===== config.mk =====
export PLATFORM = sky130hd
export DESIGN_NAME = matvec_sequencer
export DESIGN_NICKNAME = d
export VERILOG_FILES = /design/src/rtl/matvec_sequencer_pkg.sv /design/src/rtl/matvec_sequencer.sv
export SDC_FILE = /design/constraint.sdc
export NUM_CORES = 2
export LEC_CHECK = 0
export CAP_MARGIN = 10
export CORE_AREA = 8 8 559 561
export CTS_CLUSTER_SIZE = 20
export DETAILED_ROUTE_END_ITERATION = 10
export DIE_AREA = 0 0 567 569
export GPL_TIMING_DRIVEN = 0
export SYNTH_ARGS = -nofsm -noshare
export SYNTH_HDL_FRONTEND = slang
export SYNTH_SLANG_ARGS = --single-unit

===== constraint.sdc =====
create_clock -name clk -period 5.6 [get_ports clk]
set_clock_uncertainty 0.2 [all_clocks]
set_input_delay 0.84 -clock clk [delete_from_list [all_inputs] [get_ports clk]]
set_output_delay 0.84 -clock clk [all_outputs]
set_load 0.02 [all_outputs]

===== src/rtl/matvec_sequencer_pkg.sv =====
// Shared definitions for the matrix-vector datapath: sequencer state encoding
// plus fixed-point width and address-width helpers also used by the engine.
package matvec_sequencer_pkg;

    typedef enum logic [2:0] {
        ST_IDLE,
        ST_FETCH,
        ST_LOAD,
        ST_CLEAR,
        ST_RUN,
        ST_STORE,
        ST_DONE
    } mv_state_e;

    function automatic int fx_bitwidth(input int qn, input int qm);
        return qn + qm + 1;
    endfunction

    // A single-row memory still needs a one-bit address port.
    function automatic int addr_width(input int depth);
        return (depth > 1) ? $clog2(depth) : 1;
    endfunction

endpackage


===== src/rtl/matvec_sequencer.sv =====
// Walks the weight rows one at a time through an external dot-product engine:
// IDLE -> FETCH -> LOAD -> CLEAR -> RUN -> STORE (per row) -> DONE -> IDLE.
module matvec_sequencer
    import matvec_sequencer_pkg::*;
#(
    parameter int  N_ROWS    = 16,
    parameter int  ARRAY_LEN = 16,
    parameter int  QN        = 6,
    parameter int  QM        = 11,
    localparam int BITWIDTH  = fx_bitwidth(QN, QM),
    localparam int AW        = addr_width(N_ROWS),
    localparam int VW        = ARRAY_LEN * BITWIDTH,
    localparam int OW        = N_ROWS * BITWIDTH
) (
    input  logic                clk,
    input  logic                reset,
    input  logic                start,
    input  logic [VW-1:0]       inputVector,
    output logic [AW-1:0]       weightAddr,
    input  logic [VW-1:0]       weightData,
    output logic [VW-1:0]       engWeightRow,
    output logic [VW-1:0]       engInputVector,
    output logic                engReset,
    input  logic                engDataReady,
    input  logic [BITWIDTH-1:0] engResult,
    output logic [OW-1:0]       outputVector,
    output logic                busy,
    output logic                done
);

    mv_state_e           state_q, state_d;
    logic [AW-1:0]       row_q, row_d;
    logic [VW-1:0]       in_vec_q, in_vec_d;
    logic [VW-1:0]       w_row_q, w_row_d;
    logic [BITWIDTH-1:0] result_q, result_d;
    logic [OW-1:0]       out_vec_q, out_vec_d;

    always_ff @(posedge clk) begin
        if (!reset) begin
            state_q   <= ST_IDLE;
            row_q     <= '0;
            in_vec_q  <= '0;
            w_row_q   <= '0;
            result_q  <= '0;
            out_vec_q <= '0;
        end else begin
            state_q   <= state_d;
            row_q     <= row_d;
            in_vec_q  <= in_vec_d;
            w_row_q   <= w_row_d;
            result_q  <= result_d;
            out_vec_q <= out_vec_d;
        end
    end

    always_comb begin
        state_d   = state_q;
        row_d     = row_q;
        in_vec_d  = in_vec_q;
        w_row_d   = w_row_q;
        result_d  = result_q;
        out_vec_d = out_vec_q;
        case (state_q)
            ST_IDLE: begin
                if (start) begin
                    in_vec_d = inputVector;
                    row_d    = '0;
                    state_d  = ST_FETCH;
                end
            end
            ST_FETCH: state_d = ST_LOAD;
            ST_LOAD: begin
                w_row_d = weightData;
                state_d = ST_CLEAR;
            end
            ST_CLEAR: state_d = ST_RUN;
            ST_RUN: begin
                if (engDataReady) begin
                    result_d = engResult;
                    state_d  = ST_STORE;
                end
            end
            ST_STORE: begin
                out_vec_d[int'(row_q)*BITWIDTH +: BITWIDTH] = result_q;
                // Last-row test comes first so the row counter never wraps.
                if (row_q == AW'(N_ROWS - 1)) begin
                    state_d = ST_DONE;
                end else begin
                    row_d   = row_q + 1'b1;
                    state_d = ST_FETCH;
                end
            end
            ST_DONE: state_d = ST_IDLE;
            default: state_d = ST_IDLE;
        endcase
    end

    assign weightAddr     = row_q;
    assign engWeightRow   = w_row_q;
    assign engInputVector = in_vec_q;
    assign outputVector   = out_vec_q;
    assign engReset       = (state_q == ST_IDLE) || (state_q == ST_CLEAR) || (state_q == ST_DONE);
    assign busy           = (state_q != ST_IDLE);
    assign done           = (state_q == ST_DONE);

endmodule


==> metrics.md <==
| Metric | Value |
|---|---|
| Critical R2R Launch | `weightAddr[0]$_SDFFE_PN0P_` |
| Die height | `569 um` |
| Outcome | `completed` |
| Largest stage delay on the critical path | `0.58 ns` |
| Synth unique cells | `83` |
| DR WL/cell | `34.0 um` |
| Peak VDD IR | `282 uV` |
| Post-DP HPWL | `299 mm` |
| Worst-margin pin slew | `1.45 ns` |
| First-pass GRT wire length | `429 mm` |
| CP Class | `reg2reg` |
| Synthesized area per cell | `8.07 sq um` |
| Final Cycle Share | `96.6%` |
| DR DRC count | `0` |
| Synth warnings | `0` |
| Arrival time worst endpoint | `5.89 ns` |
| Clock transition at the registers of the reported paths | `0.07 ns` |
| Syn_nets | `4928` |
| Filler Cell Count | `34000` |
| Cell taking the most area after synthesis | `dfxtp_1` |
| Grt ovf | `0` |
| Crit-path max FO | `10` |
| Share of cells above drive strength 1 | `6.01%` |
| Cell area after synthesis | `34900 sq um` |
| Peak Freq | `185 MHz` |
| Post-Route WL | `343 mm` |
| Crit. End Element | `flip-flop` |
| CTS tree | `built` |
| Total track usage | `20.1%` |
| CP startpoint kind | `flip-flop` |
| Initial antenna violation count | `286` |
| Number of CTS-inserted buffers | `113` |
| Antenna viol nets, final | `0` |
| Mapped Cells | `4324` |
| Hold WS | `0.253 ns` |
| Via count | `41900` |
| Worst path most repeated cell | `ha_1` |
| Most common cell in the netlist | `nand2_1` |
| Root Buffer | `clkbuf_16` |
| Num ports | `1469` |
| Num rows | `203` |
| Max_cap viols | `0` |
| Reg2reg setup slack | `0.19 ns` |
| Synth async-reset ratio | `0%` |
| Tot Pwr | `19.9 mW` |
| Placement Setup Slack | `-0.879 ns` |
| Worst Hold Class | `reg2reg` |
| Post-synth EDFFs | `0` |
| Share of the synthesized area in the top cell type | `51.0%` |
| Ys flop type | `dfxtp_1` |
| 1st-iter DRT viols | `4166` |
| #FFs+latches synth | `889` |
| Worst Setup EP | `outputVector[247]$_SDFFE_PN0P_` |
| Lkg Pwr | `19.8 nW` |
| Vias in the first global route | `38700` |
| CP Data Required Time | `6.08 ns` |
| Port Buf Inserts | `1467` |
| Critical path origin | `weightAddr[0]$_SDFFE_PN0P_` |
| Fin. Hold Viols | `0` |
| Number of clock sinks | `889` |
| Top cells by area, synth | `dfxtp_1 (51%), nand2_1 (15%), a21oi_1 (11%)` |
| Post-synthesis sequential area ratio | `51.0%` |
| Slew HR | `3.56%` |
| Fin worst setup slack | `0.189 ns` |
| Critical R2R Capture | `outputVector[247]$_SDFFE_PN0P_` |
| CP max-delay cell | `or3_1` |
| Final Setup Violations | `0` |
| Final net count | `6542` |
| Die area | `323000 sq um` |
| Global placement routability congestion | `1.00` |
| Fin. max-slew vios | `0` |
| Power Dens Cells | `337 nW/um^2` |
| Worst Reg2Reg Path Length in Cells | `16` |
| Die W | `567 um` |
| Worst skew pair latency | `0.81 ns` |
| Hold_buf cts | `0` |
| H-tree Lvls | `3` |
| Via/cell ratio | `4.15` |
| Syn-to-layout area delta | `69.3%` |
| Cell chain of the critical path | `ha_1 -> ha_1 -> ha_1 -> nor3_4 -> nand3_1 -> inv_1 -> buf_2 -> ha_1 -> nand4b_1 -> buf_4 -> buf_4 -> a211oi_2 -> o21ai_1 -> or3_1 -> mux2i_1 -> nor2_1` |
| Initial Util | `11.5%` |
| Core area | `304000 sq um` |
| Largest net degree at the start of global routing | `17` |
| Final setup TNS | `0 ns` |
| Drt pass-1 iters | `5` |
| CTS max path bufs | `4` |
| Top cells by count, synth | `nand2_1 (1386), dfxtp_1 (889), a21oi_1 (742), clkbuf_1 (271), mux2i_1 (161)` |
| Min Tclk post-route | `5.41 ns` |
[kinds of logic (layout without fill, tap and decap cells)]
family / Yosys count / in the layout / share of synthesized area, %
flops: 889 / 889 / 51.0
compound gates: 1083 / 1083 / 17.6
xor+xnor: 13 / 13 / 0.348
mux: 179 / 179 / 5.65
fa+ha+maj: 6 / 6 / 0.215
simple gates: 1802 / 1802 / 21.2
buf+inv: 352 / 2053 / 4.07
other cells: 0 / 66 / 0
[cell type report]
type                            instances  area, sq um  share of cell area (%)
Tap cell                             3997         5000                    8.46
Timing Repair Buffer                 1499        15100                    25.5
Multi-Input combinational cell       3083        15900                    26.9
Clock inverter                         45          508                   0.860
Inverter                               16         60.1                   0.102
Clock buffer                          157         3230                    5.47
Antenna cell                           66          165                   0.280
Sequential cell                       889        17800                    30.1
Buffer                                336         1370                    2.31
[where the power goes]
part / internal, mW / switching, mW / total (mW)
clock: 4.28 / 3.21 / 7.50
sequential: 6.77 / 0.300 / 7.07
combinational: 1.74 / 3.58 / 5.32
[what timing repair did]
item,in CTS,in global routing
setup endpoints to repair,261,104
setup buffers,2,7
resized for setup,12,9
pin swaps,1,3
endpoints found under the hold margin,0,0
[through the flow]
stage	std cells	area, sq um	utilization, %
after global routing	10100	59000	19.4
after detailed placement	9809	55000	18.1
after floorplan	4324	34900	-
after CTS	10000	58800	19.3
after global placement	9788	54600	18.0
final	10100	59100	19.4
[layout by cell type (no fill, tap or decap), types with 7 or more instances in the layout]
| cell | netlist | layout |
|---|---|---|
| a31oi_1 | 15 | 13 |
| buf_8 | 0 | 13 |
| nor2_1 | 160 | 159 |
| buf_4 | 3 | 15 |
| clkinvlp_4 | 0 | 8 |
| o21ai_0 | 112 | 112 |
| a41o_1 | 22 | 22 |
| a211oi_1 | 13 | 11 |
| nor3_1 | 70 | 65 |
| dfxtp_1 | 889 | 888 |
| o32a_1 | 7 | 7 |
| clkbuf_1 | 271 | 288 |
| clkdlybuf4s50_1 | 0 | 1467 |
| nor3_4 | 6 | 7 |
| mux2i_1 | 161 | 155 |
| clkbuf_8 | 0 | 22 |
| and2_1 | 11 | 11 |
| o32ai_1 | 15 | 14 |
| inv_1 | 12 | 12 |
| o211ai_1 | 13 | 13 |
| o31ai_1 | 7 | 7 |
| o22ai_1 | 53 | 51 |
| nand4_1 | 16 | 16 |
| a21oi_1 | 742 | 741 |
| or3_1 | 9 | 9 |
| mux4_2 | 14 | 14 |
| buf_2 | 38 | 38 |
| nor4_1 | 19 | 18 |
| a311oi_1 | 8 | 8 |
| and3_1 | 9 | 9 |
| clkbuf_16 | 0 | 114 |
| buf_1 | 18 | 18 |
| buf_6 | 5 | 10 |
| nand3_1 | 62 | 62 |
| clkinv_2 | 0 | 15 |
| nand2_1 | 1386 | 1386 |
| diode_2 | 0 | 66 |
| nor3_2 | 10 | 14 |
[sequential cells by signal (all words and copies together) (netlist names)]
signal,count
outputVector,288
engWeightRow,288
weightAddr,4
state_q,3
engInputVector,288
result_q,18
[routing by layer]
metal | GRT usage, % | wire length [um] | share of wire [%] | up-vias
met1 | 22.0 | 123000 | 36 | 20100
met2 | 33.6 | 157000 | 46 | 2722
li1 | - | - | - | 18100
met3 | 10.2 | 45000 | 13 | 771
met4 | 6.94 | 15900 | 4.6 | 172
met5 | 0 | 1160 | 0.34 | -
[worst min-delay path by stage]
| stage | startpoint | endpoint | slack [ns] | cells past startpoint |
|---|---|---|---|---|
| CTS | inputVector[274] | engInputVector[274]$_SDFFE_PN0P_ | 0.25 | 3 |
| global placement | engWeightRow[78]$_SDFFE_PN0P_ | engWeightRow[78]$_SDFFE_PN0P_ | 0.24 | 2 |
| global route | engWeightRow[21]$_SDFFE_PN0P_ | engWeightRow[21]$_SDFFE_PN0P_ | 0.27 | 2 |
| detailed placement | engInputVector[0]$_SDFFE_PN0P_ | engInputVector[0]$_SDFFE_PN0P_ | 0.25 | 2 |
| floorplan | result_q[3]$_SDFFE_PN0P_ | result_q[3]$_SDFFE_PN0P_ | 0.27 | 2 |
| finish | engInputVector[3]$_SDFFE_PN0P_ | engInputVector[3]$_SDFFE_PN0P_ | 0.25 | 2 |
[worst max-delay path: cells and delay by family, from the launching register on]
kind	cells	cell delay, ns
multiplexers	1	0.19
AO/OA/AOI/OAI	2	1.03
AND/OR/NAND/NOR	5	1.38
buffers and inverters	4	1.01
adder cells (fa/ha/maj)	4	1.09
flip-flops	1	0.38
Note: power is estimated with default switching activity, not from simulation.
